<file path="src/rtl/alu_result_display_pkg.sv">
// Shared definitions for the ALU result display: FSM states, product width
// and the active-low 7-segment patterns {g,f,e,d,c,b,a}.
package alu_result_display_pkg;

    localparam int unsigned P_W   = 12;
    localparam int unsigned BCD_W = 16;

    typedef enum logic [1:0] {
        IDLE   = 2'd0,
        SHIFT  = 2'd1,
        COMMIT = 2'd2
    } state_t;

    localparam logic [6:0] SEG_0     = 7'b1000000;
    localparam logic [6:0] SEG_1     = 7'b1111001;
    localparam logic [6:0] SEG_2     = 7'b0100100;
    localparam logic [6:0] SEG_3     = 7'b0110000;
    localparam logic [6:0] SEG_4     = 7'b0011001;
    localparam logic [6:0] SEG_5     = 7'b0010010;
    localparam logic [6:0] SEG_6     = 7'b0000010;
    localparam logic [6:0] SEG_7     = 7'b1111000;
    localparam logic [6:0] SEG_8     = 7'b0000000;
    localparam logic [6:0] SEG_9     = 7'b0010000;
    localparam logic [6:0] SEG_BLANK = 7'b1111111;

    // Codes 10..15 never come out of the converter; they decode to all-off.
    function automatic logic [6:0] seg_decode(input logic [3:0] nib);
        logic [6:0] seg;
        case (nib)
            4'd0:    seg = SEG_0;
            4'd1:    seg = SEG_1;
            4'd2:    seg = SEG_2;
            4'd3:    seg = SEG_3;
            4'd4:    seg = SEG_4;
            4'd5:    seg = SEG_5;
            4'd6:    seg = SEG_6;
            4'd7:    seg = SEG_7;
            4'd8:    seg = SEG_8;
            4'd9:    seg = SEG_9;
            default: seg = SEG_BLANK;
        endcase
        return seg;
    endfunction

endpackage

</file>
<file path="src/rtl/alu_result_display_bin2bcd_serial.sv">
// Serial double-dabble converter: 12-bit binary to 4 BCD digits, one bit per
// clock, with registered busy/done and a committed result register.
module alu_result_display_bin2bcd_serial
    import alu_result_display_pkg::*;
(
    input  logic             clk,
    input  logic             rst_n,
    input  logic             start,
    input  logic [P_W-1:0]   din,
    output logic             busy,
    output logic             done,
    output logic [BCD_W-1:0] bcd
);

    state_t             state;
    logic [P_W-1:0]     shreg;
    logic [3:0]         cnt;
    logic [BCD_W-1:0]   scratch;
    logic [BCD_W-1:0]   adj;

    always_comb begin
        adj = scratch;
        for (int unsigned i = 0; i < 4; i++) begin
            if (scratch[4*i +: 4] >= 4'd5)
                adj[4*i +: 4] = scratch[4*i +: 4] + 4'd3;
        end
    end

    always_ff @(posedge clk or negedge rst_n) begin
        if (!rst_n) begin
            state   <= IDLE;
            shreg   <= '0;
            cnt     <= '0;
            scratch <= '0;
            busy    <= 1'b0;
            done    <= 1'b0;
            bcd     <= '0;
        end else begin
            done <= 1'b0;
            case (state)
                IDLE: begin
                    if (start) begin
                        shreg   <= din;
                        cnt     <= 4'(P_W);
                        scratch <= '0;
                        busy    <= 1'b1;
                        state   <= SHIFT;
                    end
                end
                SHIFT: begin
                    scratch <= {adj[BCD_W-2:0], shreg[P_W-1]};
                    shreg   <= shreg << 1;
                    cnt     <= cnt - 4'd1;
                    if (cnt == 4'd1)
                        state <= COMMIT;
                end
                COMMIT: begin
                    bcd   <= scratch;
                    done  <= 1'b1;
                    busy  <= 1'b0;
                    state <= IDLE;
                end
                default: state <= IDLE;
            endcase
        end
    end

endmodule

</file>
<file path="src/rtl/alu_result_display.sv">
// Captures the multiplier product, converts it to BCD and scans the four
// digits onto a common-anode 7-segment display.
module alu_result_display
    import alu_result_display_pkg::*;
#(
    parameter int unsigned REFRESH_DIV = 50000,
    parameter bit          BLANK_LZ    = 1'b1
) (
    input  logic        CLK,
    input  logic        RST_N,
    input  logic [5:0]  M,
    input  logic [5:0]  OF,
    input  logic        LOAD,
    output logic        BUSY,
    output logic        DONE,
    output logic [15:0] BCD,
    output logic [3:0]  AN,
    output logic [6:0]  SEG
);

    localparam int unsigned PRE_W = $clog2(REFRESH_DIV);

    logic [PRE_W-1:0] pre_cnt;
    logic [1:0]       scan_idx;
    logic [1:0]       idx_next;
    logic             wrap;
    logic [3:0]       nib;
    logic             blank;
    logic [3:1]       lz;

    alu_result_display_bin2bcd_serial u_conv (
        .clk   (CLK),
        .rst_n (RST_N),
        .start (LOAD),
        .din   ({OF, M}),
        .busy  (BUSY),
        .done  (DONE),
        .bcd   (BCD)
    );

    // AN/SEG are computed from the next scan index so both registers move on
    // the same edge as the index itself.
    always_comb begin
        wrap     = (pre_cnt == PRE_W'(REFRESH_DIV - 1));
        idx_next = wrap ? scan_idx + 2'd1 : scan_idx;
        lz[3]    = (BCD[15:12] == 4'd0);
        lz[2]    = lz[3] && (BCD[11:8] == 4'd0);
        lz[1]    = lz[2] && (BCD[7:4] == 4'd0);
        nib      = BCD[3:0];
        blank    = 1'b0;
        case (idx_next)
            2'd0: nib = BCD[3:0];
            2'd1: begin nib = BCD[7:4];   blank = lz[1]; end
            2'd2: begin nib = BCD[11:8];  blank = lz[2]; end
            2'd3: begin nib = BCD[15:12]; blank = lz[3]; end
            default: nib = BCD[3:0];
        endcase
    end

    always_ff @(posedge CLK or negedge RST_N) begin
        if (!RST_N) begin
            pre_cnt  <= '0;
            scan_idx <= 2'd0;
            AN       <= 4'b1110;
            SEG      <= SEG_0;
        end else begin
            pre_cnt  <= wrap ? '0 : pre_cnt + 1'b1;
            scan_idx <= idx_next;
            AN       <= ~(4'b0001 << idx_next);
            SEG      <= (BLANK_LZ && blank) ? SEG_BLANK : seg_decode(nib);
        end
    end

endmodule

</file>
<file path="config.mk">
export PLATFORM = sky130hd
export DESIGN_NAME = alu_result_display
export DESIGN_NICKNAME = d
export VERILOG_FILES = /design/src/rtl/alu_result_display_pkg.sv /design/src/rtl/alu_result_display_bin2bcd_serial.sv /design/src/rtl/alu_result_display.sv
export SDC_FILE = /design/constraint.sdc
export NUM_CORES = 1
export LEC_CHECK = 0
export ABC_AREA = 1
export CAP_MARGIN = 20
export CORE_ASPECT_RATIO = 1.25
export CORE_MARGIN = 2
export CORE_UTILIZATION = 28
export DETAILED_ROUTE_END_ITERATION = 6
export SLEW_MARGIN = 20
export SYNTH_ARGS = -nofsm -noshare
export SYNTH_HDL_FRONTEND = slang
export SYNTH_HIERARCHICAL = 1
export SYNTH_SLANG_ARGS = --single-unit
</file>
<file path="constraint.sdc">
create_clock -name CLK -period 2 [get_ports CLK]
set_input_delay 0.4 -clock CLK [delete_from_list [all_inputs] [get_ports CLK]]
set_output_delay 0.4 -clock CLK [all_outputs]
set_load 0.01 [all_outputs]
</file>
==> results.env <==
TOP_LAYER_USED='met4'
ROUTE.LAYER.MET1.WL_UM=4128
SYN-CELL-AREA_UM2=4278
FINAL_NETS=619
DIEHEIGHT_UM=142.2
MOST_FREQUENT_CELLS_IN_THE_LAYOUT='118 x nand2_1, 77 x dfrtp_1, 48 x inv_1'
END_OF_THE_WORST_REGISTER_TO_REGISTER_PATH='SEG[5]$_DFF_PN0_'
CLK_PIN_SLEW_WORST_PATHS_NS=0.06
SYNTH.DISTINCT_CELLS=41
WORST-R2R-CELL-COUNT=13
FLOORPLAN.INITIALDENSITY_PCT=28.61
MIN_PERIOD_OVER_PERIOD_PCT=103.4
SYNTHCELLS=508
SYNTH_SEQ_CELLS=81
FINAL-INSTANCE-COUNT-EXCL-FILL=777
TIMING_MAX_TRANSITION_VIOLATIONS_FINAL=0
DRT_FIRST_PASS_ITERS=4
CTS_HTREE_LEVELS=3
CTS_TREE='done'
FIRST_GLOBAL_VIAS=3592
DRC=0
CLOCK_PATH_BUFFERS=2
WORSTSETUPSTARTPOINTTYPE='flip-flop'
WORST-R2R-SETUP-SLACK_NS=-0.07
SYNTH_EDF_COUNT=0
FINAL.SETUP_SKEW_NS=0.006540
POWER_DENSITY_nW_PER_UM2=1225
GRT_UTIL_ALL_LAYERS_PCT=12.67
IO_BUFFER_COUNT=43
NUM_ANTENNA_CELLS=0
FP.COREAREA_UM2=14950
WORST_PIN_SLEW_NS=0.5747
FINAL_CRITICAL_PATH_SETUP_SLACK_NS=-0.06706
SYN_AREA_PER_CELL_UM2=8.421
YOSYSTOPAREACELLSHARE_PCT=45.04
FP.DIEAREA_UM2=16290
VIOLATED_CHECKS='setup timing'
NUMCLOCKSINKS=81
ANTENNA_VIOLATIONS_BEFORE_REPAIR=0
GLOBALROUTEOVERFLOWTOTAL=0
CRIT_PATH_END_KIND='flip-flop'
CRITICAL_PATH.MAX_FANOUT=5
IR_WORST_VDD_V=0.0008535
WIRELENGTH_UM=9657
CRIT_PATH_CAPTURE='SEG[5]$_DFF_PN0_'
UNREPAIRED_SETUP_ENDPOINTS_AFTER_GLOBAL_ROUTING='true'
MOSTFREQUENTLAYOUTCELL='nand2_1'
YOSYSTOPAREACELL='dfrtp_1'
POST-PLACE-CELLS=754
SYNTH-ASYNC-RESET-RATIO_PCT=100.0
DR_WL_MET2_UM=4896
ROUTED-VIA-COUNT=3651
WORST_SETUP_PATH_STARTPOINT='pre_cnt[0]$_DFF_PN0_'
FMAXACHIEVABLE_GHz=0.4838
ANTENNA_LEFT=0
RESULT_OF_THE_RUN='complete, but fails checks'
SYNTH_FP_NETS=537
GRT_PASS1_WL_UM=16440
CLK_LATENCY_NS=0.34
DRIVE_ABOVE_1_SHARE_PCT=23.36
SETUP.WORST_PATH.CLASS='flip-flop to flip-flop'
ROUTE.MET3.WL_UM=546
GRT_MAX_DEGREE=42
TIMING.SLEW.HEADROOM_PCT=61.69
DRT-INITIAL-DRC-COUNT=204
MIN_PATH_TYPE='input port to asynchronous set/reset pin'
WORST-ENDPOINT-REQUIRED_NS=2.22
PLACE.GP.CONGESTION=0.9259
LAYOUT_MIN_CYCLE_TIME_NS=2.067
SYN_TO_FINAL_GROWTH_PCT=32.49
NUMBER_OF_MAXIMUM_CAPACITANCE_VIOLATIONS=0
FLOORPLAN.DIE.WIDTH_UM=114.6
RANKING_OF_SYNTHESIZED_CELLS_BY_AREA='dfrtp_1 45%, nand2_1 11%, nand3_1 5.1%'
REPORT.POWER.TOTAL_mW=6.943
CRITICAL_PATH.REG2REG.STARTPOINT='pre_cnt[0]$_DFF_PN0_'
YOSYS_WARNINGS=6
DP_HPWL_UM=7052
TRITONCTS.NUM_BUFFERS=9
SYNTH-SEQ-AREA-SHARE_PCT=47.50
WORST-ENDPOINT-ARRIVAL_NS=2.29
WL_PER_CELL_UM=12.43
ROW_COUNT=50
FIN_SETUP_TNS_NS=-0.1522
SETUP_VIOL=4
ROUTED_VIA_DENSITY=4.699
SYNTH_TOP_FLOP_CELL='dfrtp_1'
POWER.LEAKAGE_nW=2.699
ROOT_BUFFER='clkbuf_16'
PIN_COUNT=44
HOLD_VIOL_FINAL=0
FINAL_CELL_UTILIZATION_OF_THE_CORE_PCT=37.91
-- layout make-up --
type | instances | area (um2)
timing repair buffer | 83 | 764.5
sequential | 81 | 2032
tap | 182 | 227.7
fill | 1503 | 9284
inverter | 59 | 230.2
multi-input combinational | 356 | 2095
clock inverter | 7 | 93.84
clock buffer | 9 | 225.2
-- kinds of logic after synthesis --
logic type	synth area share, %
xor+xnor	0.8191
buf+inv	8.043
compound gates	9.184
simple gates	30.36
flops	47.50
fa+ha+maj	4.095
-- critical path, cell delays in order, from the launching register on --
cell      delay (ns)
dfrtp_1         0.39
ha_4            0.16
nand3_4         0.10
nor2_4          0.17
nand3_4         0.13
buf_6           0.14
nand4_1         0.10
nand3_2         0.09
nor2_4          0.13
inv_4           0.06
ha_4            0.15
nand3b_1        0.17
nand3_1         0.09
nand2_1         0.05
-- how the worst min path moves through the flow --
| stage | startpoint | end | depth (start not counted) |
|---|---|---|---|
| floorplan | RST_N | AN[0]$_DFF_PN0_ | 0 |
| global placement | RST_N | u_conv/shreg[0]$_DFFE_PN0P_ | 1 |
| detailed placement | RST_N | u_conv/shreg[0]$_DFFE_PN0P_ | 1 |
| CTS | RST_N | u_conv/shreg[0]$_DFFE_PN0P_ | 1 |
| global route | RST_N | u_conv/shreg[0]$_DFFE_PN0P_ | 1 |
| finish | RST_N | u_conv/shreg[0]$_DFFE_PN0P_ | 1 |
-- through the flow --
step / cell area (um2) / setup WS (ns) / hold WS, ns
final: 5668 / -0.06706 / 0.04330
after CTS: 5513 / -0.04444 / 0.07001
after floorplan: 4313 / -0.06825 / 0.1044
after global placement: 5125 / -0.05590 / 0.4344
after global routing: 5668 / -0.2099 / 0.09207
after detailed placement: 5125 / -0.1310 / 0.4394
-- state kept, by name, summed over array words and instances, names as in the netlist --
name	count
u_conv/cnt	4
u_conv/scratch	16
u_conv/shreg	12
AN	4
SEG	7
u_conv/busy	1
u_conv/state	2
u_conv/bcd	16
pre_cnt	16
u_conv/done	1
scan_idx	2
-- synth_stat cells (6+ instances only) --
cell,instances
nand4_1,16
nand3_1,44
o21ai_0,38
nand2_4,6
inv_2,6
inv_1,51
nor2_1,40
a21oi_1,15
o21ai_1,6
nand2_2,6
nand2_1,129
ha_1,14
dfrtp_1,77
-- metal layers --
metal	up-vias	global-route usage (%)
li1	1827	-
met1	1721	15.04
met2	92	21.64
met3	11	4.472
met4	0	3.402
met5	-	0
-- timing repair --
item,in CTS,in global routing
setup endpoints to repair,7,12
gates resized for setup,10,38
pin swaps,10,13
setup buffers,4,3
hold buffers,0,0
-- where the power goes --
group          switching, mW  internal (mW)  total [mW]
sequential             0.411           2.16        2.57
combinational           1.51           1.11        2.62
clock                  0.666           1.09        1.76
Note: power is estimated with default switching activity, not from simulation.
